==> config.mk <==
export PLATFORM = sky130hd
export DESIGN_NAME = moore_11011_nol_ch_sched_flat
export DESIGN_NICKNAME = d
export VERILOG_FILES = /design/src/rtl/moore_11011_nol_ch_sched_if.sv /design/src/rtl/moore_11011_nol_ch_sched.sv /design/src/flat_wrapper.sv
export SDC_FILE = /design/constraint.sdc
export NUM_CORES = 1
export LEC_CHECK = 0
export CAP_MARGIN = 5
export CORE_ASPECT_RATIO = 1.75
export CORE_MARGIN = 2
export CORE_UTILIZATION = 40
export DETAILED_ROUTE_END_ITERATION = 6
export SLEW_MARGIN = 15
export SYNTH_ARGS = -nofsm -noshare
export SYNTH_HDL_FRONTEND = slang
export SYNTH_SLANG_ARGS = --single-unit
==> constraint.sdc <==
create_clock -name clk -period 2.7 [get_ports clk]
set_input_delay 0.405 -clock clk [delete_from_list [all_inputs] [get_ports clk]]
set_output_delay 0.405 -clock clk [all_outputs]
set_load 0.02 [all_outputs]
==> src/rtl/moore_11011_nol_ch_sched_if.sv <==
// Channel-side handshake and detection-report bundle for the 11011 channel scheduler.
interface moore_11011_nol_ch_sched_if #(
    parameter int unsigned NCH  = 4,
    parameter int unsigned CW   = 2,
    parameter int unsigned CNTW = 16
);
    logic [NCH-1:0]  ch_valid;
    logic [NCH-1:0]  ch_bit;
    logic [NCH-1:0]  ch_ready;
    logic [NCH-1:0]  ch_clr;
    logic            det_valid;
    logic [CW-1:0]   det_ch;
    logic [NCH-1:0]  det_vec;
    logic [CNTW-1:0] det_cnt;
    logic            busy;

    modport master (
        output ch_valid, ch_bit, ch_clr,
        input  ch_ready, det_valid, det_ch, det_vec, det_cnt, busy
    );

    modport slave (
        input  ch_valid, ch_bit, ch_clr,
        output ch_ready, det_valid, det_ch, det_vec, det_cnt, busy
    );
endinterface

==> src/rtl/moore_11011_nol_ch_sched.sv <==
// Round-robin time-shared non-overlapping 11011 Moore detector: one shared
// next-state core, per-channel saved context and one-entry holding buffer.
module moore_11011_nol_ch_sched #(
    parameter int unsigned NCH  = 4,
    parameter int unsigned CW   = 2,
    parameter int unsigned CNTW = 16
) (
    input  logic                         clk,
    input  logic                         rst,
    moore_11011_nol_ch_sched_if.slave    bus
);
    typedef enum logic [2:0] {
        S0 = 3'b000,
        S1 = 3'b001,
        S2 = 3'b010,
        S3 = 3'b011,
        S4 = 3'b100,
        S5 = 3'b101
    } state_t;

    state_t          ctx_q [NCH];
    state_t          ctx_d [NCH];
    logic [NCH-1:0]  hold_vld_q, hold_vld_d;
    logic [NCH-1:0]  hold_bit_q, hold_bit_d;
    logic [CW-1:0]   ptr_q, ptr_d;
    logic            det_valid_q, det_valid_d;
    logic [CW-1:0]   det_ch_q, det_ch_d;
    logic [CNTW-1:0] det_cnt_q, det_cnt_d;

    logic [NCH-1:0]  ready;
    logic            gnt_found;
    logic [CW-1:0]   gnt;
    logic            gnt_take;
    state_t          gnt_next;

    // Illegal codes restart like S0.
    function automatic state_t next_state(input state_t s, input logic b);
        case (s)
            S0:      return b ? S1 : S0;
            S1:      return b ? S2 : S0;
            S2:      return b ? S2 : S3;
            S3:      return b ? S4 : S0;
            S4:      return b ? S5 : S0;
            S5:      return b ? S1 : S0;
            default: return b ? S1 : S0;
        endcase
    endfunction

    assign ready        = ~hold_vld_q & ~bus.ch_clr;
    assign bus.ch_ready = ready;

    // First held channel at or after ptr, wrapping past NCH-1.
    always_comb begin
        int unsigned idx;
        idx       = 0;
        gnt_found = 1'b0;
        gnt       = '0;
        for (int unsigned k = 0; k < NCH; k++) begin
            idx = 32'(ptr_q) + k;
            if (idx >= NCH) idx = idx - NCH;
            if (!gnt_found && hold_vld_q[idx[CW-1:0]]) begin
                gnt_found = 1'b1;
                gnt       = idx[CW-1:0];
            end
        end
    end

    always_comb begin
        ctx_d       = ctx_q;
        hold_vld_d  = hold_vld_q;
        hold_bit_d  = hold_bit_q;
        ptr_d       = ptr_q;
        det_valid_d = 1'b0;
        det_ch_d    = det_ch_q;
        det_cnt_d   = det_cnt_q;

        gnt_take = gnt_found & ~bus.ch_clr[gnt];
        gnt_next = next_state(ctx_q[gnt], hold_bit_q[gnt]);

        if (gnt_take) begin
            ctx_d[gnt]      = gnt_next;
            hold_vld_d[gnt] = 1'b0;
            ptr_d           = (gnt == CW'(NCH - 1)) ? '0 : gnt + 1'b1;
            if (gnt_next == S5) begin
                det_valid_d = 1'b1;
                det_ch_d    = gnt;
                if (det_cnt_q != '1) det_cnt_d = det_cnt_q + 1'b1;
            end
        end

        // Accept never collides with a grant: a held channel is not ready.
        for (int unsigned i = 0; i < NCH; i++) begin
            if (bus.ch_valid[i] && ready[i]) begin
                hold_vld_d[i] = 1'b1;
                hold_bit_d[i] = bus.ch_bit[i];
            end
            if (bus.ch_clr[i]) begin
                ctx_d[i]      = S0;
                hold_vld_d[i] = 1'b0;
            end
        end
    end

    always_ff @(posedge clk) begin
        if (rst) begin
            for (int unsigned i = 0; i < NCH; i++) ctx_q[i] <= S0;
            hold_vld_q  <= '0;
            hold_bit_q  <= '0;
            ptr_q       <= '0;
            det_valid_q <= 1'b0;
            det_ch_q    <= '0;
            det_cnt_q   <= '0;
        end else begin
            ctx_q       <= ctx_d;
            hold_vld_q  <= hold_vld_d;
            hold_bit_q  <= hold_bit_d;
            ptr_q       <= ptr_d;
            det_valid_q <= det_valid_d;
            det_ch_q    <= det_ch_d;
            det_cnt_q   <= det_cnt_d;
        end
    end

    always_comb begin
        bus.det_vec = '0;
        for (int unsigned i = 0; i < NCH; i++) bus.det_vec[i] = (ctx_q[i] == S5);
    end

    assign bus.det_valid = det_valid_q;
    assign bus.det_ch    = det_ch_q;
    assign bus.det_cnt   = det_cnt_q;
    assign bus.busy      = |hold_vld_q;
endmodule

==> src/flat_wrapper.sv <==
// flat-port wrapper written by rule: the top's interface ports become plain ports
module moore_11011_nol_ch_sched_flat 
#(
    parameter int unsigned NCH  = 4,
    parameter int unsigned CW   = 2,
    parameter int unsigned CNTW = 16
)
  (clk, rst, bus_ch_valid, bus_ch_bit, bus_ch_clr, bus_ch_ready, bus_det_valid, bus_det_ch, bus_det_vec, bus_det_cnt, bus_busy);
  moore_11011_nol_ch_sched_if #(.NCH(NCH), .CW(CW), .CNTW(CNTW)) bus_i ();
  input  logic clk;
  input  logic rst;
  input wire logic [$bits(bus_i.ch_valid)-1:0] bus_ch_valid;
  input wire logic [$bits(bus_i.ch_bit)-1:0] bus_ch_bit;
  input wire logic [$bits(bus_i.ch_clr)-1:0] bus_ch_clr;
  output wire logic [$bits(bus_i.ch_ready)-1:0] bus_ch_ready;
  output wire logic [$bits(bus_i.det_valid)-1:0] bus_det_valid;
  output wire logic [$bits(bus_i.det_ch)-1:0] bus_det_ch;
  output wire logic [$bits(bus_i.det_vec)-1:0] bus_det_vec;
  output wire logic [$bits(bus_i.det_cnt)-1:0] bus_det_cnt;
  output wire logic [$bits(bus_i.busy)-1:0] bus_busy;
  assign bus_i.ch_valid = bus_ch_valid;
  assign bus_i.ch_bit = bus_ch_bit;
  assign bus_i.ch_clr = bus_ch_clr;
  assign bus_ch_ready = bus_i.ch_ready;
  assign bus_det_valid = bus_i.det_valid;
  assign bus_det_ch = bus_i.det_ch;
  assign bus_det_vec = bus_i.det_vec;
  assign bus_det_cnt = bus_i.det_cnt;
  assign bus_busy = bus_i.busy;
  moore_11011_nol_ch_sched #(.NCH(NCH), .CW(CW), .CNTW(CNTW)) u_core (.clk(clk), .rst(rst), .bus(bus_i));
endmodule
==> metrics.yaml <==
layout:
  mostFrequentLayoutCells: "clkdlybuf4s50_1 (41), dfxtp_1 (38), buf_4 (29)"
  nets: 365
  instances_no_fill: 421
  drive_above_1_share: 0.176
  num-fill-cells: 507
  num_antenna_cells: 0
  layout_commonest_cell: "clkdlybuf4s50_1"
  syn_to_final_growth_pct: 41.4
hold_path:
  hold_path_class: "reg2reg"
synthesis:
  syn-cell-area_um2: 2220
  ys.warnings.count: 0
  syn-instance-count: 275
  async_flop_share: 0
  synth-edff-count: 0
  synth_fp_nets: 294
  ys_types: 49
  syn_area_per_cell_um2: 8.08
  synth-main-ff-cell: "dfxtp_1"
  ys_seq_area_frac: 0.370
  ys_ff_latch: 41
critical_path:
  worstSetupEndpointType: "flip-flop"
  r2r_slack_ps: 120
  crit_type: "reg2reg"
  crit_arrival_ps: 2810
  crit_path_start_kind: "flip-flop"
  worstPathRequired_ps: 2930
  path_max_fanout: 8
sta:
  worst_slew_pin_slew_ps: 581
  slew_headroom: 0.610
  period_needed_ps: 2580
  finalMaxSlewViolations: 0
  timing.final.ws_setup_ps: 122
  max_freq_mhz: 388
  setup_viol: 0
  fin_tns_setup_ps: 0
  final_hold_viol_count: 0
  min_period_over_period: 0.955
  final.setup_skew_ps: 6.10
global_routing:
  grt_max_degree: 16
  grt_antenna_before_repair: 0
  grt_overflow_total: 0
  grt_first_pass_wirelength_um: 10300
  groute.usage.overall: 0.221
  grt_pass1_vias: 2220
cts:
  numCtsBuffers: 5
  htreeDepth: 2
  clockRootBuffer: "clkbuf_8"
  cts_tree: "built"
  numClockSinks: 41
  clk_pin_slew_worst_paths_ps: 80
  cts_buffer_depth: 2
  postCtsHoldBufs: 0
  clk-insertion-delay-late_ps: 300
pwr:
  p_leak_nw: 1.21
  peakVddDrop_uv: 398
  powerDensity_nw_per_um2: 478
floorplanning:
  start_util: 0.419
  fp.dieH_um: 103
  core_um2: 5300
  dieArea_um2: 6190
  die_w_um: 60.3
  io_pins: 42
  num_rows: 35
job:
  cap_violations: 0
outcome:
  status: "complete, no violations"
routing:
  via_count: 2376
  drcViolationCount: 0
  wl_um: 6640
  ant_nets: 0
  firstDrtPassIters: 5
  dr.first_iter.drc_count: 130
  wl_per_cell_um: 15.8
  viasPerCell: 5.64
placed_design:
  port_buffers: 41
  placed_cells: 402
  hpwl_um: 4990
  post-place-ws_ps: -84.6
  place_congestion: 0.943
critical path: stages (launching register included):
cell	delay, ps
dfxtp_2	360
nor2b_4	140
a221o_1	370
buf_4	180
nand3_1	110
nand3_2	130
a221oi_4	360
buf_4	170
nand4_1	80
buf_4	180
or3_1	300
a21oi_1	130
layer usage:
layer	track usage	share of wire	wire, um	up-vias
met1	0.230	0.37	2450	1107
li1	-	-	-	1159
met5	0	0	0	-
met2	0.382	0.54	3560	81
met3	0.0489	0.039	260	29
met4	0.147	0.056	375	0
state kept, by name, summed over array words and instances, names as in the netlist:
| signal | cells |
|---|---|
| u_core.bus.det_cnt | 16 |
| u_core.bus.det_ch | 2 |
| u_core.ptr_q | 2 |
| u_core.bus.det_valid | 1 |
| u_core.hold_vld_q | 4 |
| u_core.ctx_q | 12 |
| u_core.hold_bit_q | 4 |
stage by stage:
step | hold WS, ps | utilization | power (mW) | area (um2)
2_1_floorplan | 432 | - | 0.806 | 2220
4_1_cts | 471 | 0.562 | 1.47 | 2980
3_5_place_dp | 458 | 0.533 | 0.934 | 2820
3_3_place_gp | 455 | 0.533 | 0.931 | 2820
6_report | 471 | 0.593 | 1.50 | 3140
5_1_grt | 505 | 0.593 | 1.56 | 3140
layout make-up:
type | instances | area [um2] | share of cell area
Tap cell | 74 | 92.6 | 0.0295
Timing Repair Buffer | 71 | 648 | 0.206
Multi-Input combinational cell | 219 | 1410 | 0.449
Inverter | 8 | 38.8 | 0.0124
Clock buffer | 6 | 82.6 | 0.0263
Sequential cell | 41 | 830 | 0.264
Clock inverter | 2 | 37.5 | 0.0120
final timing paths:
path / cells after the start / startpoint / to
max: 11 / u_core.hold_vld_q[2] / u_core.bus.det_cnt[10]
min: 2 / u_core.hold_bit_q[0] / u_core.hold_bit_q[0]
max reg2reg: 11 / u_core.hold_vld_q[2] / u_core.bus.det_cnt[10]
min reg2reg: 2 / u_core.hold_bit_q[0] / u_core.hold_bit_q[0]
cell usage after synthesis (all sizes together), types with 3 or more instances:
| cell type | n | area [um2] |
|---|---|---|
| o311a | 4 | 40.0 |
| a41o | 4 | 40.0 |
| a21oi | 28 | 140 |
| and3 | 7 | 43.8 |
| and2 | 5 | 31.3 |
| or3 | 7 | 43.8 |
| nor2 | 27 | 101 |
| nand4 | 5 | 37.5 |
| a31oi | 4 | 25.0 |
| clkbuf | 4 | 15.0 |
| inv | 7 | 26.3 |
| o21ai | 26 | 130 |
| dfxtp | 41 | 821 |
| ha | 5 | 62.6 |
| nand3 | 22 | 110 |
| nand2 | 28 | 113 |
| or4 | 4 | 30.0 |
| a21boi | 3 | 26.3 |
| buf | 4 | 35.0 |
| nor2b | 6 | 45.0 |
| mux2i | 7 | 70.1 |
| a211oi | 3 | 22.5 |
| a221oi | 3 | 38.8 |
what timing repair did:
action	CTS	global route
setup endpoints to repair	8	28
gates cloned	0	1
pin swaps	1	5
setup buffers	0	10
resized for setup	3	16
report_power, final:
group	internal, mW	switching [mW]	leakage, nW
sequential	0.617	0.0153	0.334
combinational	0.146	0.192	0.822
clock	0.301	0.229	0.0574
total	1.06	0.437	1.21
cells by family after synthesis:
logic type / synth area share
xor gates and xnor gates: 0.00789
muxes: 0.0366
AOI/OAI and AO/OA: 0.237
adders and majority gates: 0.0282
and+or+nand+nor: 0.283
DFF: 0.370
buffers and inverters: 0.0383
(Power assumes the default switching activity.)
==> variant 1, RTL diff (same flow settings) <==
`hold_bit_q` no longer has a reset.
--- a/src/rtl/moore_11011_nol_ch_sched.sv
+++ b/src/rtl/moore_11011_nol_ch_sched.sv
@@ -107,3 +107,2 @@
             hold_vld_q  <= '0;
-            hold_bit_q  <= '0;
             ptr_q       <= '0;
@@ -115,3 +114,2 @@
             hold_vld_q  <= hold_vld_d;
-            hold_bit_q  <= hold_bit_d;
             ptr_q       <= ptr_d;
@@ -121,2 +119,6 @@
         end
+    end
+
+    always_ff @(posedge clk) begin
+        hold_bit_q <= hold_bit_d;
     end
Formal check against the unedited RTL: same outputs for any inputs over 10 cycles, from zero or initial values and one cycle with rst high; that may be too few to reach the edited logic, so the function may still have changed.
==> variant 1 against the unedited design <==
The flow now finishes with violations (setup timing). Worst setup slack got worse by 0.16 ns. Area after synthesis decreased by 1.0%. Sequential share of layout area increased by 0.31 points. Clock power decreased by 21%. Utilization increased by 2.1 points. Sequential cell count unchanged. Synthesized cell count decreased by 2.9%. Wire length decreased by 1.2%. Final area increased by 3.6%. Total power decreased by 7.0%. Worst hold slack improved by 0.030 ns. Die area decreased by 0.96%. Cell count increased by 1.2%. Highest routed layer unchanged.
==> variant 1: results (changes against the unedited design) <==
first-pass GRT wire length 10,160 um (-1.7%); buffer share of cell area 24.30% (+3.7 points); status finished, violations left; area share of fa/ha/maj cells after synthesis 2.846% (+0.029 points); post-synthesis mux area share 3.756% (+0.094 points); clock buffer count in the final layout 7 (+1); M1 GR Usage 23.91% (+0.91 points); Compound-Gate Fraction of Synth Area 19.29% (-4.4 points); Slew headroom 72.22% (+11 points); Final Util 61.42% (+2.1 points); final WL 6560 um (-1.2%); arrival time worst endpoint 2.97 ns (+0.16 ns); sequential area share after synthesis 39.16% (+2.2 points); Internal 994.5 uW (-6.5%); min-delay src u_core.ptr_q[0]; share of layout cells above drive strength 1 26.42% (+8.8 points); Finished Layout Cells 426 (+1.2%); Clock-cell share 2.653% (-1.2 points); largest cells by area after synthesis dfxtp_1 34%, nand3_1 5.7%, edfxtp_1 5.5%, o21ai_0 5.2%, nor2_1 3.9%; largest net degree at the start of global routing 28 (+12); DR WL met3 208 um (-20%); multi-input combinational cell area 0.001381 mm^2 (-2.1%); library cells used by synthesis 51 (+4.1%); placed cell area 0.002918 mm^2 (+3.3%); Final Setup Violations 1 (+1); CP Max Fanout 6 (-2); drt first pass iters 4 (-1); fill count 453 (-11%); Multi-Input Combinational 205 (-6.4%); final hold slack 0.5012 ns (+0.03030 ns); Clock group 421 uW (-21%); Worst Slack Setup Final -0.03928 ns (-0.1610 ns); failing checks setup timing; GP Congestion 0.9109 (-3.4%); slowest CP cell or4b_4; Critical R2R Capture u_core.bus.det_cnt[2]; R2R cell count 12 (+1); Post-synth top cells 37 x dfxtp_1, 25 x nand3_1, 23 x nor2_1, 23 x o21ai_0, 17 x nand2_1; Initial DRC Count 98 (-25%); Met2 Wirelength 3505 um (-1.6%); Setup TNS Final -0.03928 ns (-0.03928 ns); Non-CTS buffers 90 (+27%); dpl hpwl 4806 um (-3.6%)
[variant 1: cell types whose count changed after synthesis, sizes merged, moves of 3 or more]
| cell | before | now |
|---|---|---|
| nand2 | 28 | 17 |
| a21oi | 28 | 16 |
| and3 | 7 | 11 |
| nor2 | 27 | 24 |
| o311a | 4 | 0 |
| o21ai | 26 | 29 |
| nand3 | 22 | 25 |
| buf | 4 | 7 |
| edfxtp | 0 | 4 |
| a41o | 4 | 0 |
| and2 | 5 | 11 |
| dfxtp | 41 | 37 |
[variant 1: repair_timing]
action                                  in CTS  in global routing
setup buffers                               10                  3
pin swaps                                   12                 21
gates resized for setup                     27                 18
endpoints found under the setup margin      18                 18
gates cloned                                 0                  1
[variant 1: worst register-to-register path: cells and delay by family, from the launching register on]
family,cells,cell delay (ns)
and+or+nand+nor,4,1.24
DFF,1,0.35
AOI/OAI and AO/OA,4,0.59
buffers and inverters,4,0.49
==> variant 2, RTL diff (same settings) <==
Made on the original files. `CW` is set to 2 in 3 places; all go to 4.
--- a/src/rtl/moore_11011_nol_ch_sched_if.sv
+++ b/src/rtl/moore_11011_nol_ch_sched_if.sv
@@ -3,3 +3,3 @@
     parameter int unsigned NCH  = 4,
-    parameter int unsigned CW   = 2,
+    parameter int unsigned CW   = 4,
     parameter int unsigned CNTW = 16
--- a/src/rtl/moore_11011_nol_ch_sched.sv
+++ b/src/rtl/moore_11011_nol_ch_sched.sv
@@ -4,3 +4,3 @@
     parameter int unsigned NCH  = 4,
-    parameter int unsigned CW   = 2,
+    parameter int unsigned CW   = 4,
     parameter int unsigned CNTW = 16
--- a/src/flat_wrapper.sv
+++ b/src/flat_wrapper.sv
@@ -4,3 +4,3 @@
     parameter int unsigned NCH  = 4,
-    parameter int unsigned CW   = 2,
+    parameter int unsigned CW   = 4,
     parameter int unsigned CNTW = 16
Interface: changed (resized bus_det_ch); port bits go from 42 to 44. The function was not compared with the original's and may differ.
==> variant 2 against the unedited design <==
The run now ends with setup timing left. Fmax decreased by 25%. Combinational power grew to 6.2 times the old value. Total power increased by 140%. Clock power increased by 38%. Via count increased by 37%. Final area increased by 48%. Die area is 36% higher. Worst setup slack got worse by 0.86 ns. Sequential share of layout area decreased by 6.9 points. Sequential cell count is 4 higher. Wire length is 46% higher. Area after synthesis is 38% higher. Critical endpoint is now u_core.bus.det_cnt[13]. Largest power group is now combinational logic.
==> variant 2: results (changes against the unedited design) <==
Met2 Wirelength 5518 um (+55%); area share of fa/ha/maj cells after synthesis 6.132% (+3.3 points); Gate power share 58.8% (+36 points); M2 GR Usage 44.23% (+6.0 points); clock share of power 20.3% (-15 points); Final Setup Violations 42 (+42); clock-pin slew on the worst setup and hold paths 0.06 ns (-0.02 ns); CP Max Fanout 6 (-2); Final Skew 0.005576 ns (-0.0005245 ns); sequential area share after synthesis 29.44% (-7.5 points); GR Util met3 2.855% (-2.0 points); final WL 9679 um (+46%); failing checks setup timing; slowest CP cell mux4_2; Clock Tree Root clkbuf_16; Worst Slack Setup Final -0.7351 ns (-0.8568 ns); status finished, violations left; M1 GR Usage 22.34% (-0.65 points); Compound-Gate Fraction of Synth Area 21.87% (-1.8 points); hold endpoint u_core.bus.det_ch[2]; Internal 2.175 mW (+100%); Finished Layout Cells 573 (+36%); Pwr Density 772.2 mW/mm^2 (+62%); met1 WL 3452 um (+41%); Port Buf Inserts 43 (+4.9%); dpl hpwl 6939 um (+39%); Post-synth top cells 48 x nand2_1, 45 x dfxtp_1, 35 x nor2_1, 29 x a21oi_1, 22 x nand3_1; Max VDD drop 0.0004190 V (+5.3%); leakage 1.814 nW (+50%); post-synthesis xor/xnor area fraction 1.717% (+0.93 points); library cells used by synthesis 60 (+22%); Initial DRC Count 137 (+5.4%); share of layout cells above drive strength 1 30.72% (+13 points); dpl cells 553 (+38%); first-pass GRT wire length 14,970 um (+45%); Synth top area share 29.44% (-7.5 points); GP Congestion 0.8382 (-11%); post-synthesis mux area share 7.850% (+4.2 points); Syn Inst Count 376 (+37%); arrival time worst endpoint 3.66 ns (+0.85 ns); drt first pass iters 4 (-1); GRT Overall Usage 22.72% (+0.64 points); R2R cell count 13 (+2); Syn Nets 405 (+38%); dpl ws -0.7462 ns (-0.6616 ns)
-- variant 2: cell count changes after synthesis, sizes merged, moves of 5 or more --
cell	before	now
inv	7	14
nor2	27	37
o22ai	0	8
and3	7	12
o21ai	26	14
nand2	28	48
mux2	1	8
clkbuf	4	14
o31ai	0	7
a31oi	4	10
ha	5	15
-- variant 2: final cells by class --
class	instances	area [um^2]	share of cell area (%)
clock buffer	7	142.6	3.066
clock inverter	1	30.03	0.6455
inverter	14	65.06	1.399
multi-input combinational	296	2328	50.05
sequential	45	905.9	19.47
tap	88	110.1	2.367
timing repair buffer	122	1070	23.00
-- variant 2: what timing repair did --
item                                    CTS  global route
pin swaps                                 6             6
endpoints found under the hold margin     0             0
endpoints found under the setup margin   42            42
resized for setup                        23            34
gates cloned                              1             1
setup buffers                             6             4
-- variant 2: stage by stage --
stage	area, um^2	TNS (ns)	hold WS (ns)	util, %
2_1_floorplan	3219	-35.59	0.4358	-
4_1_cts	4429	-21.72	0.4645	58.94
5_1_grt	4652	-28.15	0.4917	61.90
6_report	4652	-23.21	0.4568	61.90
3_3_place_gp	4109	-22.98	0.4468	54.68
3_5_place_dp	4109	-24.36	0.4523	54.68
-- variant 2: how the worst max path moves through the flow --
stage,start,endpoint,slack (ns),cells after the start
3_5_place_dp,u_core.ptr_q[0],u_core.bus.det_cnt[5],-0.75,13
6_report,u_core.ptr_q[1],u_core.bus.det_cnt[13],-0.74,13
2_1_floorplan,u_core.ptr_q[0],u_core.bus.det_cnt[5],-1.21,16
5_1_grt,u_core.ptr_q[1],u_core.bus.det_cnt[6],-0.83,14
4_1_cts,u_core.ptr_q[0],u_core.bus.det_cnt[14],-0.68,13
3_3_place_gp,u_core.ptr_q[0],u_core.bus.det_cnt[5],-0.69,13
